`config.mk`:
```
export PLATFORM = sky130hd
export DESIGN_NAME = regfile_wb_arbiter
export DESIGN_NICKNAME = d
export VERILOG_FILES = /design/src/rtl/regfile_wb_arbiter.sv
export SDC_FILE = /design/constraint.sdc
export NUM_CORES = 1
export LEC_CHECK = 0
export ABC_AREA = 1
export CORE_ASPECT_RATIO = 0.5
export CORE_MARGIN = 1.5
export CORE_UTILIZATION = 40
export DETAILED_ROUTE_END_ITERATION = 8
export GPL_TIMING_DRIVEN = 0
export HOLD_SLACK_MARGIN = 0.12
export PLACE_DENSITY_LB_ADDON = 0.12
export SLEW_MARGIN = 20
export SYNTH_ARGS = -nofsm -noshare
export SYNTH_HDL_FRONTEND = slang
export SYNTH_SLANG_ARGS = --single-unit
```
`constraint.sdc`:
```
create_clock -name clk -period 2.8 [get_ports clk]
set_input_delay 0.42 -clock clk [delete_from_list [all_inputs] [get_ports clk]]
set_output_delay 0.42 -clock clk [all_outputs]
set_load 0.005 [all_outputs]
```
`src/rtl/regfile_wb_arbiter.sv`:
```
// regfile_wb_arbiter: write-back arbiter + busy scoreboard; define WBARB_FIXED_PRIO_EN for fixed priority (2>1>0) instead of round-robin
module regfile_wb_arbiter #(
  parameter int DATA_W = 32,
  parameter int AW = 5
) (
  input  logic              clk,
  input  logic              reset,
  input  logic [2:0]        req_valid,
  output logic [2:0]        req_ready,
  input  logic [2:0]        req_is_fp,
  input  logic [2:0]        req_dbl,
  input  logic [3*AW-1:0]   req_reg,
  input  logic [3*DATA_W-1:0] req_data_lo,
  input  logic [3*DATA_W-1:0] req_data_hi,
  output logic              rf_we_i,
  output logic [AW-1:0]     rf_waddr_i,
  output logic [DATA_W-1:0] rf_wdata_i,
  output logic              rf_we_f,
  output logic              rf_dwe_f,
  output logic [AW-1:0]     rf_waddr_f,
  output logic [DATA_W-1:0] rf_wdata1_f,
  output logic [DATA_W-1:0] rf_wdata2_f,
  input  logic              alloc_valid,
  input  logic              alloc_is_fp,
  input  logic              alloc_dbl,
  input  logic [AW-1:0]     alloc_reg,
  output logic [(1<<AW)-1:0] busy_i,
  output logic [(1<<AW)-1:0] busy_f,
  output logic              err_illegal
);
  localparam int N = 1 << AW;
  localparam logic [AW-1:0] TOP = AW'(N - 1);
  logic [2:0] gnt;
  logic [1:0] gidx;
`ifdef WBARB_FIXED_PRIO_EN
  // Fixed priority: load unit, then FP unit, then int ALU
  always_comb gnt = req_valid[2] ? 3'b100 : req_valid[1] ? 3'b010 : {2'b00, req_valid[0]};
`else
  logic [1:0] ptr_q, ptr_d, s1, s2;
  assign s1 = ptr_q == 2'd2 ? 2'd0 : ptr_q + 2'd1;
  assign s2 = s1 == 2'd2 ? 2'd0 : s1 + 2'd1;
  // Round-robin: first valid producer starting at the pointer
  always_comb begin
    gnt = '0;
    if (req_valid[ptr_q]) gnt[ptr_q] = 1'b1;
    else if (req_valid[s1]) gnt[s1] = 1'b1;
    else if (req_valid[s2]) gnt[s2] = 1'b1;
  end
  assign ptr_d = gidx == 2'd2 ? 2'd0 : gidx + 2'd1;
  // Pointer moves past the granted producer, held when nobody is granted
  always_ff @(posedge clk)
    if (reset) ptr_q <= '0;
    else if (|gnt) ptr_q <= ptr_d;
`endif
  assign gidx = gnt[2] ? 2'd2 : gnt[1] ? 2'd1 : 2'd0;
  assign req_ready = gnt;
  logic              any, g_fp, g_dbl, g_nz, g_top;
  logic [AW-1:0]     g_reg;
  logic [DATA_W-1:0] g_lo, g_hi;
  assign any   = |gnt;
  assign g_fp  = req_is_fp[gidx];
  assign g_dbl = req_dbl[gidx];
  assign g_reg = req_reg[int'(gidx)*AW +: AW];
  assign g_lo  = req_data_lo[int'(gidx)*DATA_W +: DATA_W];
  assign g_hi  = req_data_hi[int'(gidx)*DATA_W +: DATA_W];
  assign g_nz  = g_reg != '0;
  assign g_top = g_reg == TOP;
  logic we_i_d, we_f_d, dwe_d, bad_w;
  assign we_i_d = any & ~g_fp & g_nz;
  assign we_f_d = any & g_fp & ~g_dbl & g_nz;
  assign dwe_d  = any & g_fp & g_dbl & g_nz & ~g_top;
  assign bad_w  = any & g_fp & g_dbl & (~g_nz | g_top);
  logic a_nz, a_bad;
  logic [N-1:0] a_oh, w_oh, set_i, set_f, clr_i, clr_f;
  assign a_nz  = alloc_reg != '0;
  assign a_bad = alloc_valid & alloc_is_fp & alloc_dbl & (~a_nz | alloc_reg == TOP);
  assign a_oh  = N'(1) << alloc_reg;
  assign w_oh  = N'(1) << g_reg;
  assign set_i = (alloc_valid & ~alloc_is_fp & a_nz) ? a_oh : '0;
  assign set_f = (alloc_valid & alloc_is_fp & ~a_bad) ? (alloc_dbl ? a_oh | (a_oh << 1) : a_oh) : '0;
  assign clr_i = we_i_d ? w_oh : '0;
  assign clr_f = we_f_d ? w_oh : dwe_d ? w_oh | (w_oh << 1) : '0;
  logic              we_i_q, we_f_q, dwe_f_q, err_q;
  logic [AW-1:0]     waddr_i_q, waddr_f_q;
  logic [DATA_W-1:0] wdata_i_q, wdata1_q, wdata2_q;
  logic [N-1:0]      busy_i_q, busy_f_q;
  // Register the granted write, update busy bits (set beats clear), latch illegal writes
  always_ff @(posedge clk)
    if (reset) begin
      we_i_q    <= 1'b0;
      we_f_q    <= 1'b0;
      dwe_f_q   <= 1'b0;
      waddr_i_q <= '0;
      waddr_f_q <= '0;
      wdata_i_q <= '0;
      wdata1_q  <= '0;
      wdata2_q  <= '0;
      busy_i_q  <= '0;
      busy_f_q  <= '0;
      err_q     <= 1'b0;
    end else begin
      we_i_q    <= we_i_d;
      we_f_q    <= we_f_d;
      dwe_f_q   <= dwe_d;
      waddr_i_q <= we_i_d ? g_reg : '0;
      wdata_i_q <= we_i_d ? g_lo : '0;
      waddr_f_q <= (we_f_d | dwe_d) ? g_reg : '0;
      wdata1_q  <= (we_f_d | dwe_d) ? g_lo : '0;
      wdata2_q  <= dwe_d ? g_hi : '0;
      busy_i_q  <= (busy_i_q & ~clr_i) | set_i;
      busy_f_q  <= (busy_f_q & ~clr_f) | set_f;
      err_q     <= err_q | bad_w | a_bad;
    end
  assign rf_we_i     = we_i_q;
  assign rf_waddr_i  = waddr_i_q;
  assign rf_wdata_i  = wdata_i_q;
  assign rf_we_f     = we_f_q;
  assign rf_dwe_f    = dwe_f_q;
  assign rf_waddr_f  = waddr_f_q;
  assign rf_wdata1_f = wdata1_q;
  assign rf_wdata2_f = wdata2_q;
  assign busy_i      = busy_i_q;
  assign busy_f      = busy_f_q;
  assign err_illegal = err_q;
endmodule

```
==> results.md, run 1 <==
* Most frequent cells in the layout: 398 x clkdlybuf4s50_1, 299 x nand2_1, 174 x dfxtp_1
* Psw at 2.80 mW
* # DRC at 0
* DR top layer: met4
* Total CTS buffers at 17
* Power Density at 626 mW/mm^2
* RSZ-0062 raised after global routing: true
* Max_cap viols at 0
* Metal2 WL at 16600 um
* Post-synth cell types at 33
* 1st-iter DRT viols at 653
* Critical-path cell list: clkdlybuf4s50_1 -> nand2_1 -> nand2_1 -> nand2_1 -> nand3_4 -> nand2_4 -> buf_4 -> buf_6 -> clkdlybuf4s50_1
* Worst-Margin Slew at 631 ps
* Sequential share of the synthesized area at 44.7%
* WL met3 at 2380 um
* Global-route usage over all layers at 31.9%
* Yosys reg bits at 176
* Sequential power share at 34.4%
* Via-to-Cell Ratio at 5.09
* CP bufs+invs at 4
* H-tree levels at 4
* Die Ht at 102 um
* Crit Path Category: in2out
* Root buf cell: clkbuf_16
* Syn Area/Cell at 6.91 sq um
* Crit path max fanout at 10
* Setup violations, final at 0
* Vias in the first global route at 8726
* WL per Instance at 18.5 um
* Starting Density at 40.6%
* Met1 Wirelength at 14200 um
* Sw Ratio at 34.1%
* WL final at 34100 um
* Most used cell, CP: nand2_1
* Placed cells at 1806
* Clock share of power at 29.6%
* Syn_nets at 1367
* Die width at 202 um
* Port Buffers at 399
* CTS tree: done
* Status: completed
* Slowest stage delay, CP at 510 ps
* Boundary Pins at 403
* Min Clock Period, post-route at 2750 ps
* Max Buffers Root-to-Sink at 2
* Crit-path slowest cell: clkdlybuf4s50_1
* Setup Skew at 5.22 ps
* Final antenna-violating net count at 0
* Syn Std Cell Area at 0.00789 sq mm
* Final HPWL DP at 26600 um
* Die ar. at 0.0206 sq mm
* Synth warn at 0
* First-pass GRT wire length at 49700 um
* Internal power at 5.39 mW
* Pin count of the biggest net entering global routing at 17
* Initial antenna violation count at 1
* Layout net count at 1793
* Clock sinks at 176
* Count of pins over their slew limit at 0
* Final Hold Vio Count at 0
* Worst path required time at 2380 ps
* Setup slack at placement at -779 ps
* Hold slack at 421 ps
* Fin crit share at 98.4%
* Crit start category: input pin
* Hold WC Path Type: reg2reg
* Total grt overflow at 0
* CP top delay family: buffers and inverters
* Layout cells sized above 1 at 7.73%
* Non-filler cells, final at 1846
* Crit path arrival time at 2330 ps
* Maximum VDD drop at 0.470 mV
* Crit end category: primary output
* Comb pwr share at 36.0%
* Slew margin rel. at 57.9%
* First-pass DRT Iterations at 5
* Worst-Skew Late Latency at 430 ps
* Core area at 0.0194 sq mm
* Max Fclk at 0.363 GHz
* Setup slack after layout at 46.0 ps
* # fillers at 1688
* Routed vias at 9391
* Layout overhead on the synthesized area at 65.9%
* Routability Congestion at 0.936
* Reg clk slew, reported paths at 60 ps
* P_leak at 5.31 nW
* Commonest non-fill, non-tap cell in the layout: clkdlybuf4s50_1
* Row count at 36
* Post-Syn Instances at 1141
-- cell usage after synthesis (all sizes together) --
master / number / area [sq um]
nand2: 311 / 1200
dfxtp: 176 / 3520
nor2: 165 / 652
inv: 123 / 462
nand3: 79 / 435
a21oi: 66 / 334
o21ai: 60 / 312
clkbuf: 45 / 169
a221oi: 32 / 280
a31oi: 32 / 200
buf: 22 / 135
nand4: 14 / 87.6
nor3: 5 / 25.0
clkinv: 2 / 7.51
o21a: 2 / 15.0
o22ai: 2 / 12.5
a211oi: 1 / 7.51
a21boi: 1 / 7.51
a22oi: 1 / 7.51
o211ai: 1 / 7.51
o21bai: 1 / 11.3
-- sequential cells by signal, summed over array words and instances, names as in the netlist --
signal       count
busy_f          32
err_illegal      1
rf_we_i          1
rf_dwe_f         1
rf_waddr_f       5
rf_wdata_i      32
rf_waddr_i       5
busy_i          32
rf_wdata1_f     32
ptr_q            2
rf_we_f          1
rf_wdata2_f     32
-- power by group through the flow --
| stage | clock network, mW | logic [mW] | registers [mW] |
|---|---|---|---|
| final | 2.43 | 2.95 | 2.81 |
| after global routing | 2.57 | 3.16 | 2.84 |
| after CTS | 2.45 | 2.78 | 2.81 |
| after detailed placement | 0 | 2.70 | 2.87 |
| after global placement | 0 | 2.66 | 2.86 |
| after floorplan | 0 | 1.29 | 2.90 |
-- logic make-up (layout without fill, tap and decap cells) --
| kind of cell | Yosys count | after routing | synth area share (%) |
|---|---|---|---|
| AO/OA/AOI/OAI | 199 | 199 | 15.1 |
| buffers and inverters | 192 | 629 | 9.80 |
| AND/OR/NAND/NOR | 574 | 575 | 30.4 |
| other | 0 | 1 | 0 |
| flip-flops | 176 | 176 | 44.7 |
-- timing repair --
item | in CTS | in global routing
setup endpoints to repair | 92 | 146
gates cloned | 0 | 1
endpoints found under the hold margin | 0 | 0
resized for setup | 22 | 47
pin swaps | 2 | 5
hold buffers | 0 | 0
setup buffers | 3 | 4
-- layout make-up --
cell class | instances | area (sq um) | area share, %
clock buffer | 20 | 447 | 3.41
multi-input combinational | 774 | 3760 | 28.7
sequential | 176 | 3530 | 26.9
inverter | 125 | 472 | 3.60
timing repair buffer | 406 | 4060 | 31.0
antenna | 1 | 2.50 | 0.0191
buffer | 67 | 350 | 2.68
tap | 266 | 333 | 2.54
clock inverter | 11 | 140 | 1.07
-- stage by stage --
step	TNS [ps]	area [sq um]	total power [mW]	util [%]
after detailed placement	-76730	12200	5.57	62.9
after floorplan	0	7890	4.19	-
after CTS	-424	12900	8.04	66.4
final	0	13100	8.19	67.4
after global placement	-63380	12200	5.52	62.9
after global routing	-153	13100	8.57	67.4
-- worst paths after layout --
check / startpoint / end / slack (ps) / depth (start not counted)
worst max-delay path: req_valid[0] / req_ready[1] / 50 / 9
worst min-delay path: busy_i[0] / busy_i[0] / 420 / 2
worst max register to register: ptr_q[0] / rf_wdata1_f[21] / 150 / 14
worst min register to register: busy_i[0] / busy_i[0] / 420 / 2
-- worst reg2reg max path, delay by kind of cell (launching register included) --
kind / cells / cell delay, ps
AND/OR/NAND/NOR: 10 / 1520
AO/OA/AOI/OAI: 1 / 260
buffers and inverters: 3 / 430
flip-flops: 1 / 350
-- metal layers --
| layer | up-vias | global-route usage, % |
|---|---|---|
| li1 | 4535 | - |
| met1 | 4372 | 40.0 |
| met5 | - | 0 |
| met2 | 421 | 54.6 |
| met4 | 0 | 11.2 |
| met3 | 63 | 7.43 |
No activity file was read; power rests on OpenSTA's default activity.
==> run 2: changes to the inputs <==
==> constraint.sdc (replaced) <==
create_clock -name clk -period 2.8 [get_ports clk]
set_input_delay 0.56 -clock clk [delete_from_list [all_inputs] [get_ports clk]]
set_output_delay 0.56 -clock clk [all_outputs]
set_load 0.005 [all_outputs]
==> run 2 against run 1 <==
  * Design area is 0.79% higher
  * Combinational power up 2%
  * Fmax rose by 0.99%
  * Clock power about the same
  * Critical endpoint unchanged
  * Highest routed layer unchanged
  * Utilization increased by 0.53 points
  * Setup slack gained 27 ps
  * Register-to-register slack worse by 60 ps
  * Wire length increased by 0.31%
  * Sequential share of layout area decreased by 0.19 points
==> results.md, run 2 (synthesis results as in run 1) <==
* Status: completed
* Setup Skew at 9.88 ps
* Die width at 202 um
* Max Buffers Root-to-Sink at 2
* Die ar. at 0.0206 sq mm
* Multi-input logic area at 0.00377 sq mm
* Routability Congestion at 0.936
* Final antenna-violating net count at 0
* # fillers at 1673
* Pin count of the biggest net entering global routing at 17
* Setup_tns at 0 ps
* First-pass GRT wire length at 50000 um
* Boundary Pins at 403
* Row count at 36
* Reg clk slew, reported paths at 60 ps
* P_leak at 5.37 nW
* Clock sinks at 176
* First-pass DRT Iterations at 5
* Final HPWL DP at 26600 um
* Crit path max fanout at 10
* Via-to-Cell Ratio at 5.08
* Crit start category: input pin
* H-tree levels at 4
* WL per Instance at 18.4 um
* Global-route usage over all layers at 32.0%
* Port Buffers at 399
* Layout cells sized above 1 at 8.43%
* Slew margin rel. at 60.0%
* Total grt overflow at 0
* Hold_buf cts at 0
* Crit-path slowest cell: clkdlybuf4s50_1
* Final Cell Area at 0.0132 sq mm
* 1st-iter DRT viols at 697
* Worst-Margin Slew at 599 ps
* Register area at 0.00353 sq mm
* Die Ht at 102 um
* Worst path required time at 2240 ps
* # DRC at 0
* Max_cap viols at 0
* Root buf cell: clkbuf_16
* Critical-path cell list: dlygate4sd2_1 -> a21boi_2 -> nand3_4 -> nand2_4 -> buf_8 -> clkbuf_8 -> clkdlybuf4s50_1
* Vias in the first global route at 8741
* WL final at 34200 um
* Maximum VDD drop at 0.483 mV
* Count of pins over their slew limit at 0
* Setup slack at placement at -919 ps
* Most frequent cells in the layout: 395 x clkdlybuf4s50_1, 299 x nand2_1, 174 x dfxtp_1
* Fin crit share at 97.4%
* Commonest non-fill, non-tap cell in the layout: clkdlybuf4s50_1
* Core area at 0.0194 sq mm
* Non-filler cells, final at 1857
* Worst-Skew Late Latency at 430 ps
* Slowest stage delay, CP at 500 ps
* Hold WC Path Type: reg2reg
* Final Total Pwr at 8.26 mW
* Setup slack after layout at 73.0 ps
* RSZ-0062 raised after global routing: true
* CTS tree: done
* Starting Density at 40.6%
* Hold slack at 421 ps
* Final Hold Vio Count at 0
* Crit path arrival time at 2170 ps
* Min Clock Period, post-route at 2730 ps
* Placed cells at 1806
* Fin util at 68.0%
* Setup violations, final at 0
* Total CTS buffers at 17
* Routed vias at 9427
* Initial antenna violation count at 2
* Crit end category: primary output
* Layout overhead on the synthesized area at 67.2%
* Crit Path Category: in2out
* Placed Area at 0.0122 sq mm
* Max Fclk at 0.367 GHz
* Layout net count at 1803
* Power Density at 626 mW/mm^2
-- run 2: cell count changes in the layout (fill, tap and decap cells not counted), moves of 2 or more --
cell             before  now
dlygate4sd2_1         0    3
clkbuf_8              1    3
nor2_4               11    8
nand3_1              66   63
clkdlybuf4s50_1     398  395
nand3_2              10   12
nand2_2               8    6
clkbuf_4              5    2
nor2_2                5    8
buf_4                12   26
-- run 2: what timing repair did --
action | in CTS | in global routing
buffers inserted | 9 | 9
endpoints found under the setup margin | 144 | 145
resized for setup | 42 | 32
cloned | 0 | 0
pin swaps | 4 | 5
-- run 2: path summary, 6_finish.rpt --
kind | startpoint | endpoint | slack [ps] | depth (start not counted)
worst max-delay path | req_valid[1] | req_ready[1] | 70 | 7
worst min register to register | busy_i[0] | busy_i[0] | 420 | 2
worst min-delay path | busy_i[0] | busy_i[0] | 420 | 2
worst max register to register | ptr_q[1] | busy_f[9] | 90 | 15
-- run 2: cell type report --
| class | instances | area share (%) |
|---|---|---|
| timing repair buffer | 417 | 31.3 |
| multi-input combinational | 773 | 28.6 |
| sequential | 176 | 26.7 |
| inverter | 125 | 3.58 |
| clock buffer | 20 | 3.39 |
| buffer | 67 | 2.79 |
| tap | 266 | 2.52 |
| clock inverter | 11 | 1.06 |
| antenna | 2 | 0.0379 |
-- run 2: worst max-delay path, delay by kind of cell --
kind,cells,cell delay [ps]
buffers and inverters,4,1100
AND/OR/NAND/NOR,2,260
AO/OA/AOI/OAI,1,240
-- run 2: report_power, final --
group,switching (mW),internal (mW),total (mW)
Combinational,1.74,1.29,3.02
Sequential,0.0717,2.74,2.82
Clock,1.00,1.42,2.42
Total,2.81,5.45,8.26
-- run 2: routing by layer --
| metal | track usage [%] | vias to the layer above | part of all wire [%] |
|---|---|---|---|
| met1 | 40.2 | 4419 | 42 |
| met2 | 55.2 | 403 | 49 |
| met4 | 11.8 | 0 | 2.6 |
| met3 | 6.44 | 51 | 7.2 |
| li1 | - | 4554 | - |
| met5 | 0 | - | 0 |
==> run 3: changes to the inputs <==
CELL_PAD_IN_SITES_DETAIL_PLACEMENT = 1   (was unset)
CELL_PAD_IN_SITES_GLOBAL_PLACEMENT = 1   (was unset)
CORE_UTILIZATION = 27   (was 40)
SKIP_LAST_GASP = 1   (was unset)
TNS_END_PERCENT = 100   (was unset)
==> run 3 against run 2 <==
  * Clock power rose by 2%
  * Power is 1.0% higher
  * Largest cell class unchanged
  * Global-route usage is 5.9 points lower
  * Sequential share of layout area fell by 0.27 points
  * Count of clock-buffer cells in the layout decreased by 3
==> results.md, run 3 (synthesis results as in run 1) <==
* Setup slack at placement at -952 ps
* Routability Congestion at 0.957
* P_leak at 5.34 nW
* Worst R2R End: busy_f[15]
* Total grt overflow at 0
* Crit path arrival time at 2150 ps
* Crit Path Category: reg2out
* Total CTS buffers at 17
* Die width at 245 um
* Slowest stage delay, CP at 510 ps
* First-pass GRT wire length at 58700 um
* Most frequent cells in the layout: 396 x clkdlybuf4s50_1, 297 x nand2_1, 174 x dfxtp_1
* Final HPWL DP at 32700 um
* Clock sinks at 176
* Layout net count at 1797
* RR Startpoint: ptr_q[1]
* Pin count of the biggest net entering global routing at 19
* Min Clock Period, post-route at 2710 ps
* Final Hold Vio Count at 0
* Reg2reg path depth at 15
* Boundary Pins at 403
* Port Buffers at 399
* Final antenna-violating net count at 0
* # DRC at 0
* Starting Density at 28.0%
* Power Density at 626 mW/mm^2
* Global-route usage over all layers at 26.1%
* Count of pins over their slew limit at 0
* Hold WC Path Type: reg2reg
* Reg clk slew, reported paths at 70 ps
* Setup slack after layout at 85.1 ps
* Root buf cell: clkbuf_16
* Max Buffers Root-to-Sink at 2
* Layout cells sized above 1 at 8.40%
* Via-to-Cell Ratio at 4.75
* Fin crit share at 97.0%
* First-pass DRT Iterations at 7
* Routed vias at 9361
* Initial antenna violation count at 2
* Non-filler cells, final at 1970
* Die ar. at 0.0303 sq mm
* Status: completed
* Max_cap viols at 0
* Worst path required time at 2240 ps
* Crit path max fanout at 10
* Final Cell Area at 0.0133 sq mm
* Placed Area at 0.0124 sq mm
* Flop-to-flop setup slack at 110 ps
* Row count at 43
* Worst-Skew Late Latency at 450 ps
* H-tree levels at 4
* Commonest non-fill, non-tap cell in the layout: clkdlybuf4s50_1
* Slew margin rel. at 54.8%
* Die Ht at 124 um
* Vias in the first global route at 9639
* Critical-path cell list: inv_4 -> nand3_4 -> nand2_2 -> o21ai_4 -> buf_6 -> clkbuf_8 -> clkdlybuf4s50_1
* 1st-iter DRT viols at 399
* Final Total Pwr at 8.35 mW
* CP startpoint: ptr_q[1]
* WL per Instance at 20.5 um
* Crit end category: primary output
* Placed cells at 1922
* Setup_tns at 0 ps
* Layout overhead on the synthesized area at 69.0%
* Setup Skew at 13.9 ps
* Critical Path Sink: req_ready[2]
* CTS tree: done
* Setup violations, final at 0
* WL final at 40400 um
* # fillers at 3480
* Worst-Margin Slew at 678 ps
* Maximum VDD drop at 0.419 mV
* Max Fclk at 0.368 GHz
* Crit start category: flip-flop
* Core area at 0.0282 sq mm
* Crit-path slowest cell: clkdlybuf4s50_1
## run 3: changes by cell type in the layout (fill, tap and decap cells not counted), moves of 3 or more
cell	change
buf_4	-5
clkbuf_1	-4
clkinv_2	-5
inv_6	+4
inv_8	+3
## run 3: metrics by stage
step                      util (%)  hold WS (ps)
after global placement        43.8           413
after floorplan                  -           420
after global routing          47.3           456
final                         47.3           424
after detailed placement      43.8           416
after CTS                     46.6           429
## run 3: layout make-up
type	instances	area, sq um	area share [%]
Timing Repair Buffer	412	4110	30.8
Multi-Input combinational cell	773	3770	28.3
Sequential cell	176	3530	26.5
Tap cell	382	478	3.59
Inverter	125	474	3.56
Clock buffer	17	425	3.19
Buffer	66	363	2.72
Clock inverter	15	173	1.30
Antenna cell	4	10.0	0.0751
## run 3: critical path: cells and delay by family, from the launching register on
kind	cells	cell delay [ps]
AOI/OAI and AO/OA	1	180
buffers and inverters	4	910
DFF	1	420
and+or+nand+nor	2	200
## run 3: worst min path at each step
stage                   start  slack [ps]         to  cells after the start
floorplan           busy_i[0]         420  busy_i[0]                      2
global placement    busy_i[0]         410  busy_i[0]                      2
detailed placement  busy_i[0]         420  busy_i[0]                      2
CTS                 busy_i[0]         430  busy_i[0]                      2
global route        busy_i[0]         460  busy_i[0]                      2
finish              busy_i[0]         420  busy_i[0]                      2
## run 3: layer usage
metal,vias up,global-route usage (%),part of all wire [%]
li1,4551,-,-
met1,4512,30.6,43
met2,239,46.8,49
met3,57,6.29,5.2
met4,2,8.99,2.5
met5,-,1.47,0.17
## run 3: timing repair
item                       4_1_cts  5_1_grt
setup endpoints to repair      166      141
resized for setup               38       46
pin swaps                        3        8
hold buffers                     0        0
setup buffers                    9        4
## run 3: report_power, final
group | total, mW | switching [mW] | internal [mW] | leakage (nW)
registers | 2.82 | 0.0784 | 2.74 | 1.43
clock network | 2.46 | 1.19 | 1.27 | 0.286
logic | 3.06 | 1.79 | 1.27 | 3.63
